### config.mk
export PLATFORM = sky130hd
export DESIGN_NAME = operand_fetch_flat
export DESIGN_NICKNAME = d
export VERILOG_FILES = /design/src/rtl/operand_fetch_pkg.sv /design/src/rtl/operand_fetch_if.sv /design/src/rtl/operand_fetch_reg_scoreboard.sv /design/src/rtl/operand_fetch.sv /design/src/flat_wrapper.sv
export SDC_FILE = /design/constraint.sdc
export NUM_CORES = 1
export LEC_CHECK = 0
export ABC_AREA = 1
export CAP_MARGIN = 20
export CORE_MARGIN = 8
export CORE_UTILIZATION = 30
export CTS_CLUSTER_DIAMETER = 30
export DETAILED_ROUTE_END_ITERATION = 16
export DONT_BUFFER_PORTS = 1
export GPL_TIMING_DRIVEN = 0
export PLACE_DENSITY_LB_ADDON = 0.1
export SYNTH_ARGS = -nofsm -noshare
export SYNTH_HDL_FRONTEND = slang
export SYNTH_SLANG_ARGS = --single-unit
### constraint.sdc
create_clock -name clk -period 2.3 [get_ports clk]
set_input_delay 0.345 -clock clk [delete_from_list [all_inputs] [get_ports clk]]
set_output_delay 0.345 -clock clk [all_outputs]
set_load 0.005 [all_outputs]
### src/rtl/operand_fetch_pkg.sv
// Shared types for the operand fetch / issue stage.
// Register index, operand and packet definitions.
package operand_fetch_pkg;

    localparam int NUM_REGS     = 8;
    localparam int DATA_WIDTH   = 8;
    localparam int ADDR_WIDTH   = $clog2(NUM_REGS);
    localparam int OPCODE_WIDTH = 4;

    typedef logic [ADDR_WIDTH-1:0]   reg_idx_t;
    typedef logic [DATA_WIDTH-1:0]   data_t;
    typedef logic [OPCODE_WIDTH-1:0] opcode_t;
    typedef logic [NUM_REGS-1:0]     busy_vec_t;

    typedef struct packed {
        opcode_t  opcode;
        reg_idx_t rs0;
        reg_idx_t rs1;
        logic [1:0] uses;
        reg_idx_t rd;
        logic     writes_rd;
        data_t    imm;
    } issue_pkt_t;

    typedef struct packed {
        opcode_t  opcode;
        reg_idx_t rd;
        logic     writes_rd;
        data_t    imm;
        data_t    op0;
        data_t    op1;
    } ex_pkt_t;

    function automatic logic wb_hit(logic en, reg_idx_t addr, reg_idx_t r);
        return en && (addr == r);
    endfunction

endpackage

### src/rtl/operand_fetch_if.sv
// Signal bundle between decode, register file, writeback and execute.
// The slave modport is the operand fetch stage itself.
interface operand_fetch_if;
    import operand_fetch_pkg::*;

    logic     in_valid;
    logic     in_ready;
    opcode_t  in_opcode;
    reg_idx_t in_rs0;
    reg_idx_t in_rs1;
    logic     in_uses_rs0;
    logic     in_uses_rs1;
    reg_idx_t in_rd;
    logic     in_writes_rd;
    data_t    in_imm;

    logic     rd0_enable;
    logic     rd1_enable;
    reg_idx_t rd0_addr;
    reg_idx_t rd1_addr;
    data_t    rd0_data;
    data_t    rd1_data;

    logic     wb_enable;
    reg_idx_t wb_addr;
    data_t    wb_data;

    logic     out_valid;
    logic     out_ready;
    opcode_t  out_opcode;
    reg_idx_t out_rd;
    logic     out_writes_rd;
    data_t    out_imm;
    data_t    out_op0;
    data_t    out_op1;

    modport slave (
        input  in_valid, in_opcode, in_rs0, in_rs1,
        input  in_uses_rs0, in_uses_rs1, in_rd, in_writes_rd, in_imm,
        input  rd0_data, rd1_data,
        input  wb_enable, wb_addr, wb_data,
        input  out_ready,
        output in_ready,
        output rd0_enable, rd1_enable, rd0_addr, rd1_addr,
        output out_valid, out_opcode, out_rd, out_writes_rd,
        output out_imm, out_op0, out_op1
    );

    modport master (
        output in_valid, in_opcode, in_rs0, in_rs1,
        output in_uses_rs0, in_uses_rs1, in_rd, in_writes_rd, in_imm,
        output rd0_data, rd1_data,
        output wb_enable, wb_addr, wb_data,
        output out_ready,
        input  in_ready,
        input  rd0_enable, rd1_enable, rd0_addr, rd1_addr,
        input  out_valid, out_opcode, out_rd, out_writes_rd,
        input  out_imm, out_op0, out_op1
    );

endinterface

### src/rtl/operand_fetch_reg_scoreboard.sv
// Per-register busy bits with writeback-masked lookups.
// A same-cycle set and clear of one register leaves it busy.
module operand_fetch_reg_scoreboard
    import operand_fetch_pkg::*;
(
    input  logic     clk,
    input  logic     reset,
    input  logic     set_en,
    input  reg_idx_t set_idx,
    input  logic     clr_en,
    input  reg_idx_t clr_idx,
    input  reg_idx_t src0_idx,
    input  reg_idx_t src1_idx,
    input  reg_idx_t dst_idx,
    output logic     src0_busy,
    output logic     src1_busy,
    output logic     dst_busy
);

    busy_vec_t busy_q;
    busy_vec_t busy_d;

    always_comb begin
        busy_d = busy_q;
        if (clr_en) busy_d[clr_idx] = 1'b0;
        if (set_en) busy_d[set_idx] = 1'b1;
    end

    always_ff @(posedge clk) begin
        if (reset) busy_q <= '0;
        else       busy_q <= busy_d;
    end

    // A register being written back this cycle is no longer a hazard.
    assign src0_busy = busy_q[src0_idx] & !wb_hit(clr_en, clr_idx, src0_idx);
    assign src1_busy = busy_q[src1_idx] & !wb_hit(clr_en, clr_idx, src1_idx);
    assign dst_busy  = busy_q[dst_idx]  & !wb_hit(clr_en, clr_idx, dst_idx);

endmodule

### src/rtl/operand_fetch.sv
// Issue stage: hazard stall, writeback bypass and a one-entry
// valid/ready output register toward execute.
module operand_fetch
    import operand_fetch_pkg::*;
(
    input  logic clk,
    input  logic reset,
    operand_fetch_if.slave io
);

    issue_pkt_t pkt;
    ex_pkt_t    ex_d;
    ex_pkt_t    ex_q;
    logic       out_valid_q;
    logic       src0_busy;
    logic       src1_busy;
    logic       dst_busy;
    logic       hazard;
    logic       fire;
    data_t      op0;
    data_t      op1;

    always_comb begin
        pkt.opcode    = io.in_opcode;
        pkt.rs0       = io.in_rs0;
        pkt.rs1       = io.in_rs1;
        pkt.uses      = {io.in_uses_rs1, io.in_uses_rs0};
        pkt.rd        = io.in_rd;
        pkt.writes_rd = io.in_writes_rd;
        pkt.imm       = io.in_imm;
    end

    operand_fetch_reg_scoreboard u_sb (
        .clk       (clk),
        .reset     (reset),
        .set_en    (fire & pkt.writes_rd),
        .set_idx   (pkt.rd),
        .clr_en    (io.wb_enable),
        .clr_idx   (io.wb_addr),
        .src0_idx  (pkt.rs0),
        .src1_idx  (pkt.rs1),
        .dst_idx   (pkt.rd),
        .src0_busy (src0_busy),
        .src1_busy (src1_busy),
        .dst_busy  (dst_busy)
    );

    assign hazard = (pkt.uses[0] & src0_busy)
                  | (pkt.uses[1] & src1_busy)
                  | (pkt.writes_rd & dst_busy);

    assign io.in_ready = !reset & !hazard & (!out_valid_q | io.out_ready);
    assign fire        = io.in_valid & io.in_ready;

    assign io.rd0_enable = !reset & io.in_valid & pkt.uses[0];
    assign io.rd1_enable = !reset & io.in_valid & pkt.uses[1];
    assign io.rd0_addr   = pkt.rs0;
    assign io.rd1_addr   = pkt.rs1;

    // Writeback data beats the register file on a simultaneous read/write.
    always_comb begin
        op0 = '0;
        op1 = '0;
        if (pkt.uses[0]) begin
            op0 = wb_hit(io.wb_enable, io.wb_addr, pkt.rs0)
                ? io.wb_data : io.rd0_data;
        end
        if (pkt.uses[1]) begin
            op1 = wb_hit(io.wb_enable, io.wb_addr, pkt.rs1)
                ? io.wb_data : io.rd1_data;
        end
    end

    always_comb begin
        ex_d.opcode    = pkt.opcode;
        ex_d.rd        = pkt.rd;
        ex_d.writes_rd = pkt.writes_rd;
        ex_d.imm       = pkt.imm;
        ex_d.op0       = op0;
        ex_d.op1       = op1;
    end

    always_ff @(posedge clk) begin
        if (reset) begin
            out_valid_q <= 1'b0;
            ex_q        <= '0;
        end else if (fire) begin
            out_valid_q <= 1'b1;
            ex_q        <= ex_d;
        end else if (io.out_ready) begin
            out_valid_q <= 1'b0;
        end
    end

    assign io.out_valid     = out_valid_q;
    assign io.out_opcode    = ex_q.opcode;
    assign io.out_rd        = ex_q.rd;
    assign io.out_writes_rd = ex_q.writes_rd;
    assign io.out_imm       = ex_q.imm;
    assign io.out_op0       = ex_q.op0;
    assign io.out_op1       = ex_q.op1;

endmodule

### src/flat_wrapper.sv
// flat-port wrapper written by rule: the top's interface ports become plain ports
module operand_fetch_flat import operand_fetch_pkg::*;
  (clk, reset, io_in_valid, io_in_opcode, io_in_rs0, io_in_rs1, io_in_uses_rs0, io_in_uses_rs1, io_in_rd, io_in_writes_rd, io_in_imm, io_rd0_data, io_rd1_data, io_wb_enable, io_wb_addr, io_wb_data, io_out_ready, io_in_ready, io_rd0_enable, io_rd1_enable, io_rd0_addr, io_rd1_addr, io_out_valid, io_out_opcode, io_out_rd, io_out_writes_rd, io_out_imm, io_out_op0, io_out_op1);
  operand_fetch_if io_i ();
  input  logic clk;
  input  logic reset;
  input wire logic [$bits(io_i.in_valid)-1:0] io_in_valid;
  input wire logic [$bits(io_i.in_opcode)-1:0] io_in_opcode;
  input wire logic [$bits(io_i.in_rs0)-1:0] io_in_rs0;
  input wire logic [$bits(io_i.in_rs1)-1:0] io_in_rs1;
  input wire logic [$bits(io_i.in_uses_rs0)-1:0] io_in_uses_rs0;
  input wire logic [$bits(io_i.in_uses_rs1)-1:0] io_in_uses_rs1;
  input wire logic [$bits(io_i.in_rd)-1:0] io_in_rd;
  input wire logic [$bits(io_i.in_writes_rd)-1:0] io_in_writes_rd;
  input wire logic [$bits(io_i.in_imm)-1:0] io_in_imm;
  input wire logic [$bits(io_i.rd0_data)-1:0] io_rd0_data;
  input wire logic [$bits(io_i.rd1_data)-1:0] io_rd1_data;
  input wire logic [$bits(io_i.wb_enable)-1:0] io_wb_enable;
  input wire logic [$bits(io_i.wb_addr)-1:0] io_wb_addr;
  input wire logic [$bits(io_i.wb_data)-1:0] io_wb_data;
  input wire logic [$bits(io_i.out_ready)-1:0] io_out_ready;
  output wire logic [$bits(io_i.in_ready)-1:0] io_in_ready;
  output wire logic [$bits(io_i.rd0_enable)-1:0] io_rd0_enable;
  output wire logic [$bits(io_i.rd1_enable)-1:0] io_rd1_enable;
  output wire logic [$bits(io_i.rd0_addr)-1:0] io_rd0_addr;
  output wire logic [$bits(io_i.rd1_addr)-1:0] io_rd1_addr;
  output wire logic [$bits(io_i.out_valid)-1:0] io_out_valid;
  output wire logic [$bits(io_i.out_opcode)-1:0] io_out_opcode;
  output wire logic [$bits(io_i.out_rd)-1:0] io_out_rd;
  output wire logic [$bits(io_i.out_writes_rd)-1:0] io_out_writes_rd;
  output wire logic [$bits(io_i.out_imm)-1:0] io_out_imm;
  output wire logic [$bits(io_i.out_op0)-1:0] io_out_op0;
  output wire logic [$bits(io_i.out_op1)-1:0] io_out_op1;
  assign io_i.in_valid = io_in_valid;
  assign io_i.in_opcode = io_in_opcode;
  assign io_i.in_rs0 = io_in_rs0;
  assign io_i.in_rs1 = io_in_rs1;
  assign io_i.in_uses_rs0 = io_in_uses_rs0;
  assign io_i.in_uses_rs1 = io_in_uses_rs1;
  assign io_i.in_rd = io_in_rd;
  assign io_i.in_writes_rd = io_in_writes_rd;
  assign io_i.in_imm = io_in_imm;
  assign io_i.rd0_data = io_rd0_data;
  assign io_i.rd1_data = io_rd1_data;
  assign io_i.wb_enable = io_wb_enable;
  assign io_i.wb_addr = io_wb_addr;
  assign io_i.wb_data = io_wb_data;
  assign io_i.out_ready = io_out_ready;
  assign io_in_ready = io_i.in_ready;
  assign io_rd0_enable = io_i.rd0_enable;
  assign io_rd1_enable = io_i.rd1_enable;
  assign io_rd0_addr = io_i.rd0_addr;
  assign io_rd1_addr = io_i.rd1_addr;
  assign io_out_valid = io_i.out_valid;
  assign io_out_opcode = io_i.out_opcode;
  assign io_out_rd = io_i.out_rd;
  assign io_out_writes_rd = io_i.out_writes_rd;
  assign io_out_imm = io_i.out_imm;
  assign io_out_op0 = io_i.out_op0;
  assign io_out_op1 = io_i.out_op1;
  operand_fetch u_core (.clk(clk), .reset(reset), .io(io_i));
endmodule
[Word-level counts from Yosys, hierarchy flattened]
Cells that the tools add are included.
Cells by class
  equality and inequality tests: 3
  reductions and logical operators: 12
  bitwise operators: 19
  multiplexer cells: 18
  order comparisons: 6
Operator list (count)
  $mux W8: 6
  $lt A3 B4 Y1 const B: 4
  $and A1 B1 Y1: 13
  $bmux W1 S3: 3
  $eq A3 B3 Y1: 3
  $and A8 B8 Y8: 1
  $not A8 Y8: 1
  $or A8 B8 Y8: 1
  $mux W1: 7
  $demux W1 S3: 2
  $ge A3 B1 Y1 const B: 2
  $logic_not A1 Y1: 6
  $logic_and A1 B1 Y1: 5
  $or A1 B1 Y1: 3
  $reduce_bool A2 Y1: 1
Storage, ports and cells
  word-level logic and storage cells: 66
  flip-flop bits (word level): 41
  input bits: 56
  output and inout bits: 42

[Logic depth before layout (Yosys ltp)]
Gate-level depths: netlist of the first run.
  depth after elaboration: 13
  gate-level depth with buffers: 14
  depth with buffers taken out: 13

[Modules after synthesis]
A second synthesis of the first run with hierarchy kept.
Unflattened totals
  cells, all modules: 394
  area total of the unflattened synthesis: 2431.1 µm²
Modules (own cells, without submodules)
  operand_fetch: instances 1, area each 1670.4 µm², cells an instance 244, seq. area each 660.6 µm²
  operand_fetch_reg_scoreboard: instances 1, area each 760.7 µm², cells an instance 150, seq. area each 160.2 µm²

[Worst setup path after synthesis of the first run]
Ideal clock, no wire load.
  path kind: input to register
  start point: input io_in_rd[0]
  end point: register u_core.ex_q (netlist bit u_core.io.out_imm[0])
  data required time: 2.164 ns
  cell stages on the path: 12
  path buffers: 2
  data arrival time: 1.600 ns
  setup time: 0.136 ns
  setup slack: 0.565 ns
  path through: buf_2 -> nor3_1 -> nand2_1 -> nand2_1 -> nor2_1 -> nand2_2 -> nand3_4 -> nor2_4 -> nand2_4 -> buf_6 -> nand2_1 -> a21oi_2
Between the ends
  word-level cells in the longest chain between the ends: 10
  elaborated cells on any way between the ends: 12
  those cells by class: eq/ne (1); mux (2); bitwise (6); reduce/logical (3)
RTL lines
  start: declaration: line flat_wrapper.sv:13  | input wire logic [$bits(io_i.in_rd)-1:0] io_in_rd;
  branches (longest 3 deep; another with $bmux W1 S3)
  $and A1 B1 Y1 *: line operand_fetch_reg_scoreboard.sv:37  | assign dst_busy = busy_q[dst_idx] & !wb_hit(clr_en, clr_idx, dst_idx);
  $and A1 B1 Y1 *: line operand_fetch.sv:50  | | (pkt.writes_rd & dst_busy);
  $or A1 B1 Y1 *: line operand_fetch.sv:50
  $logic_not A1 Y1 *: line operand_fetch.sv:52  | assign io.in_ready = !reset & !hazard & (!out_valid_q | io.out_ready);
  $and A1 B1 Y1 * (2 in a row): line operand_fetch.sv:52
  via io_in_ready: line flat_wrapper.sv:22  | output wire logic [$bits(io_i.in_ready)-1:0] io_in_ready;
  $and A1 B1 Y1 *: line operand_fetch.sv:53  | assign fire = io.in_valid & io.in_ready;
  end signal: assignment: line operand_fetch.sv:86  | ex_q <= '0;
  end signal: assignment: line operand_fetch.sv:89  | ex_q <= ex_d;
  end: declaration: line operand_fetch.sv:13  | ex_pkt_t ex_q;
Mark *: on every way through the listed nets, which the timed path passes. The select of a mux whose other input is x is not followed.
A chain may end at the register's enable or synchronous reset.

[Worst setup path after layout of the first run]
  start point: register u_core.u_sb.busy_q[7]
  end point: output io_in_ready
Between the ends
  word-level cells in the longest chain between the ends: 9
  elaborated cells on any way between the ends: 17
  those cells by class: mux (6); bitwise (10); reduce/logical (1)
RTL lines
  start: declaration: line operand_fetch_reg_scoreboard.sv:20  | busy_vec_t busy_q;
  start signal: assignment: line operand_fetch_reg_scoreboard.sv:31  | else busy_q <= busy_d;
  $bmux W1 S3, on equally long branches: line operand_fetch_reg_scoreboard.sv:35, operand_fetch_reg_scoreboard.sv:36
  $mux W1, on equally long branches: line operand_fetch_reg_scoreboard.sv:35, operand_fetch_reg_scoreboard.sv:36
  $and A1 B1 Y1, on equally long branches: line operand_fetch_reg_scoreboard.sv:35, operand_fetch_reg_scoreboard.sv:36
  $and A1 B1 Y1, on equally long branches: line operand_fetch.sv:48, operand_fetch.sv:49
  $or A1 B1 Y1: line operand_fetch.sv:49  | | (pkt.uses[1] & src1_busy)
  $or A1 B1 Y1 *: line operand_fetch.sv:50
  $logic_not A1 Y1 *: line operand_fetch.sv:52
  $and A1 B1 Y1 * (2 in a row): line operand_fetch.sv:52
  end: declaration: line flat_wrapper.sv:22
Every way passes the cells marked *; elsewhere a longest branch is shown, timed or not. The select of a mux whose other input is x is not followed.

==> results of run 1 <==
-- cells in the final DEF (no fill, tap or decap) --
cell type	count
inv_2	3
clkbuf_1	4
nand3_1	12
a21oi_1	47
dlygate4sd1_1	1
nor2_4	3
buf_4	6
o22ai_1	1
bufinv_16	1
nand2_1	126
clkinv_1	1
inv_1	25
a21oi_2	11
o21ai_0	21
nand2_4	1
nor3_4	1
nand3_4	1
dfxtp_1	41
nand4_1	8
nor3_1	5
buf_6	6
clkbuf_8	8
nor2_1	14
nand2_2	16
buf_2	3
-- Yosys cell counts, drive strengths merged --
cell,instances
dlygate4sd1,1
inv,28
o22ai,1
nand2,143
clkinv,1
nand4,8
buf,15
nor3,6
a21oi,58
dfxtp,41
clkbuf,5
o21ai,21
nor2,17
nand3,13
-- cell type report --
type,instances,area share
Buffer,21,0.0666
Clock inverter,1,0.0114
Tap cell,102,0.0485
Sequential cell,41,0.312
Clock buffer,7,0.0328
Multi-Input combinational cell,267,0.487
Inverter,29,0.0414
-- cell families (layout without fill, tap and decap cells) --
family | Yosys count | after routing | share of synthesized area
AO/OA/AOI/OAI | 80 | 80 | 0.186
buffers and inverters | 50 | 58 | 0.119
flip-flops | 41 | 41 | 0.344
AND/OR/NAND/NOR | 187 | 187 | 0.352
-- through the flow --
step           instances  utilization
3_3_place_gp         460        0.325
3_5_place_dp         460        0.325
5_1_grt              468        0.341
2_1_floorplan        358            -
4_1_cts              468        0.341
6_report             468        0.341
-- worst min-delay path by stage --
stage | start | end
CTS | io_in_imm[2] | u_core.io.out_imm[2]$_SDFFE_PP0P_
floorplan | u_core.io.out_op0[6]$_SDFFE_PP0P_ | u_core.io.out_op0[6]$_SDFFE_PP0P_
global route | io_in_imm[2] | u_core.io.out_imm[2]$_SDFFE_PP0P_
global placement | u_core.io.out_imm[4]$_SDFFE_PP0P_ | u_core.io.out_imm[4]$_SDFFE_PP0P_
detailed placement | u_core.io.out_imm[4]$_SDFFE_PP0P_ | u_core.io.out_imm[4]$_SDFFE_PP0P_
finish | io_in_imm[1] | u_core.io.out_imm[1]$_SDFFE_PP0P_
-- flip-flops by register name, summed over array words and instances, names as in the netlist --
register                 flops
u_core.io.out_imm            8
u_core.io.out_op0            8
u_core.io.out_op1            8
u_core.u_sb.busy_q           8
u_core.io.out_opcode         4
u_core.io.out_rd             3
u_core.io.out_valid          1
u_core.io.out_writes_rd      1
-- power breakdown --
part | total (mW) | internal [mW] | switching, mW
clock network | 0.605 | 0.354 | 0.251
registers | 0.752 | 0.732 | 0.0199
logic | 0.241 | 0.0882 | 0.152
-- per-layer routing --
layer,global-route usage,up-vias
met5,0,-
met4,0.0306,0
met3,0.0541,5
met2,0.220,83
met1,0.173,991
li1,-,1158
==> flow_metrics.tcl, run 1 <==
set metrics [dict create \
    die_y_um 105 \
    avgRoutedWirePerCell_um 16.5 \
    wl_met3_um 741 \
    clk_pin_slew_ns 0.08 \
    cts_buffers 5 \
    cp_top_family "simple AND/OR/NAND/NOR gates" \
    dpl.hpwl_um 6100 \
    wl_um 7720 \
    fin_total_pwr_mw 1.60 \
    fin_hold_ws_ns 0.183 \
    multiInputGateArea_um2 1280 \
    layout_setup_ws_ns 0.493 \
    max_freq_ghz 0.553 \
    cp-endpoint "io_in_ready" \
    placementRows 32 \
    top_layer_used "met4" \
    synth_seq_cells 41 \
    cp_slowest_cell "dfxtp_1" \
    wl_met1_um 3450 \
    crit_path_max_fanout 10 \
    start_util 0.309 \
    arrival_ns 1.46 \
    setup_viol 0 \
    syn-num-nets 414 \
    portBuffers 0 \
    globalplace.congestion 0.780 \
    cts_buffer_depth 2 \
    vias_per_cell 4.78 \
    ys_seq_area_frac 0.344 \
    finalHoldViolations 0 \
    ir_drop_mv 0.269 \
    cts_tree "done" \
    cp.depth 9 \
    postCtsSetupRepairBufs 0 \
    p_per_area_nw_per_um2 607 \
    ioPinCount 98 \
    fin_crit_ns 1.81 \
    die-area_um2 11100 \
    worst_slew_pin_slew_ns 0.576 \
    remaining_drc_errors 0 \
    outcome "finished, final reports clean" \
    reg2reg_depth 13 \
    pre_cts_ws_ns 0.238 \
    synth.area.top_cells "dfxtp_1 34%, nand2_1 20%, a21oi_1 9.9%" \
    cellLeakagePower_nw 1.03 \
    relSlewSlack 0.616 \
    path_buf_inv 1 \
    cts_hold_buf 0 \
    grt-ovfl-total 0 \
    drive_above_1_share 0.164 \
    fin_skew_ns 0.00627 \
    slew_viol_final 0 \
    routed-wl-met2_um 3470 \
    final_area_um2 2630 \
    clockRootBuffer "clkbuf_8" \
    post_cts_resized 0 \
    max_stage_delay_ns 0.36 \
    worstReg2RegEnd "u_core.io.out_rd[0]$_SDFFE_PP0P_" \
    reg2reg_from "u_core.u_sb.busy_q[7]$_SDFF_PP0_" \
    core_area_um2 7730 \
    die_width_um 105 \
    hp-class "input port to register" \
    htreeDepth 2 \
    drt_iter0_drc 75 \
    rsz0062_at_grt "no" \
    grt_pass1_wl_um 12600 \
    antenna_cells 0 \
    placed_area_um2 2510 \
    antenna_found_initial 0 \
    r2r_slack_ns 0.56 \
    grt_max_degree 13 \
    vias 2237 \
    syn_to_final_growth_pct 10.2 \
    yosys.area.top_type "dfxtp_1" \
    worstPathRequired_ns 1.96 \
    hold_depth 2 \
    crit_path_frequent_cell "nand2_1" \
    path_cells "nand2_1, nand3_1, nand2_1, nand2_1, nand2_1, inv_1, nand2_2, nand3_4, nor2_4" \
    syn-instance-count 358 \
    yosys_warnings 0 \
    startpoint "u_core.u_sb.busy_q[7]$_SDFF_PP0_" \
    cts_num_sinks 41 \
    end_kind "primary output" \
    first_pass_iters 4 \
    nets 421 \
    fillCellCount 882 \
    register_area_um2 821 \
    crit_type "register to primary output" \
    synth_top_area_frac 0.344 \
    fin_crit_sh 0.786 \
    drv_cap 0 \
    ant_nets 0 \
    critPathLaunchType "register" \
    clk_latency_ns 0.29 \
    yosysUniqueCellTypes 24 \
    grtUsageTotal 0.139 \
    final.setup.tns_ns 0 \
    synth_area_um2 2390 \
    avgSynthCellArea_um2 6.67 \
    grt_pass1_vias 2301 \
]
No activity file was read; power rests on OpenSTA's default activity.
==> run 2, diff against run 1 <==
clock period = 1.65 ns   (was 2.3 ns; I/O delays follow)
==> run 2 against run 1 <==
Count of clock-buffer cells in the layout stayed put. Sequential share of layout area is 0.89 points lower. Clock skew increased by 0.00060 ns. First-iteration DRC count is 41% higher. Wire length rose by 2.1%. Via count rose by 1.3%. Core utilization rose by 1.2 points. Clock power up 40%. Largest cell class unchanged. Worst hold slack lost 0.098 ns. Highest routed layer unchanged.
==> flow_metrics.tcl, run 2 (synthesized netlist as in run 1, its figures left out) <==
set metrics [dict create \
    vias_per_cell 4.78 \
    antenna_cells 0 \
    die_width_um 105 \
    pre_cts_ws_ns -0.315 \
    p_sw_uw 606 \
    ir_drop_mv 0.375 \
    rsz0062_at_grt "yes" \
    path_cells "nand2_1, nand3_1, nand2_1, nand2_1, nand2_1, inv_1, nand2_2, nand3_4, nor2_4, nand2_4, buf_8, nand2_1, a21oi_2" \
    core_area_um2 7730 \
    outcome "finished, final reports clean" \
    worst_slew_pin_slew_ns 0.583 \
    seqPwrFrac 0.464 \
    crit_type "register to register" \
    r2r_slack_ns 0.0004 \
    setup_viol 0 \
    crit_path_max_fanout 10 \
    slew_viol_final 0 \
    fillCellCount 875 \
    internal_power_mw 1.66 \
    cellLeakagePower_nw 1.07 \
    cp_top_family "simple AND/OR/NAND/NOR gates" \
    cts_buffers 5 \
    min_to "u_core.io.out_imm[0]$_SDFFE_PP0P_" \
    start_util 0.309 \
    portBuffers 0 \
    fin_crit_sh 1.00 \
    worstReg2RegEnd "u_core.io.out_rd[0]$_SDFFE_PP0P_" \
    reg2reg_from "u_core.u_sb.busy_q[5]$_SDFF_PP0_" \
    nets 427 \
    hp-class "input port to register" \
    grt-ovfl-total 0 \
    antenna_found_initial 0 \
    drv_cap 0 \
    grt_max_degree 13 \
    htreeDepth 2 \
    fin_skew_ns 0.00687 \
    remaining_drc_errors 0 \
    cts_tree "done" \
    power_frac_comb 0.162 \
    cp_slowest_cell "dfxtp_2" \
    die_y_um 105 \
    critPathLaunchType "register" \
    worstPathRequired_ns 1.80 \
    die-area_um2 11100 \
    clk_pin_slew_ns 0.08 \
    max_stage_delay_ns 0.34 \
    wl_met3_um 695 \
    fin_hold_ws_ns 0.0858 \
    end_kind "register" \
    finalHoldViolations 0 \
    grtUsageTotal 0.141 \
    reg2reg_depth 13 \
    avgRoutedWirePerCell_um 16.6 \
    dpl.hpwl_um 6100 \
    p_per_area_nw_per_um2 830 \
    hp-start "io_in_imm[0]" \
    arrival_ns 1.80 \
    power_frac_clock 0.373 \
    first_pass_iters 4 \
    cts_buffer_depth 2 \
    clk_latency_ns 0.29 \
    top_layer_used "met4" \
    path_buf_inv 2 \
    swShare 0.268 \
    most-common-layout-cells "116 x nand2_1, 45 x a21oi_1, 37 x dfxtp_1" \
    drive_above_1_share 0.220 \
    cts_num_sinks 41 \
    wl_um 7890 \
    crit_path_frequent_cell "nand2_1" \
    layout_setup_ws_ns 0.000367 \
    final_common_cell "nand2_1" \
    hold_depth 2 \
    ant_nets 0 \
    vias 2266 \
    syn_to_final_growth_pct 14.2 \
    max_freq_ghz 0.606 \
    wl_met1_um 3570 \
    routed-wl-met2_um 3570 \
    grt_pass1_vias 2331 \
    grt_pass1_wl_um 12700 \
    relSlewSlack 0.611 \
    placementRows 32 \
    drt_iter0_drc 106 \
    ioPinCount 98 \
    fin_crit_ns 1.65 \
    clockRootBuffer "clkbuf_8" \
    globalplace.congestion 0.780 \
]
run 2: stage by stage:
step	total power [mW]	cells	area [µm²]	setup TNS (ns)	util
finish	2.26	474	2730	0	0.353
global route	2.39	474	2730	-4.02	0.353
CTS	2.29	471	2660	-0.800	0.344
detailed placement	1.41	460	2510	-9.91	0.325
global placement	1.41	460	2510	-9.55	0.325
floorplan	1.33	358	2390	0	-
run 2: power by group through the flow:
stage / logic (mW) / clock network [mW] / registers, mW
6_report: 0.367 / 0.844 / 1.05
5_1_grt: 0.414 / 0.917 / 1.06
3_5_place_dp: 0.341 / 0 / 1.07
4_1_cts: 0.355 / 0.880 / 1.05
2_1_floorplan: 0.272 / 0 / 1.06
3_3_place_gp: 0.338 / 0 / 1.07
run 2: final cells by class:
type / count / area [µm²] / share of cell area
buffer: 21 / 183 / 0.0670
clock buffer: 7 / 86.3 / 0.0317
clock inverter: 1 / 30.0 / 0.0110
inverter: 29 / 109 / 0.0399
multi-input combinational: 268 / 1330 / 0.487
sequential: 41 / 826 / 0.303
tap: 102 / 128 / 0.0468
timing repair buffer: 5 / 37.5 / 0.0138
run 2: routing by layer:
layer,vias to the layer above,global-route usage
met3,5,0.0541
met5,-,0
met4,0,0.0306
li1,1173,-
met1,1018,0.175
met2,70,0.224
run 2: how the worst max path moves through the flow:
stage,start,endpoint,cells past startpoint
after floorplan,io_in_rd[0],u_core.io.out_imm[0]$_SDFFE_PP0P_,12
after global placement,io_in_rd[0],u_core.io.out_opcode[1]$_SDFFE_PP0P_,12
after detailed placement,io_in_rd[0],u_core.io.out_rd[0]$_SDFFE_PP0P_,12
after CTS,u_core.u_sb.busy_q[5]$_SDFF_PP0_,u_core.io.out_rd[0]$_SDFFE_PP0P_,13
after global routing,u_core.u_sb.busy_q[5]$_SDFF_PP0_,u_core.io.out_imm[4]$_SDFFE_PP0P_,13
final,u_core.u_sb.busy_q[5]$_SDFF_PP0_,u_core.io.out_rd[0]$_SDFFE_PP0P_,13
run 2: what timing repair did:
action	CTS	global route
pin swaps	2	3
endpoints found under the setup margin	31	39
buffers inserted	2	3
hold buffers	0	0
gates resized for setup	4	15
cloned	1	0
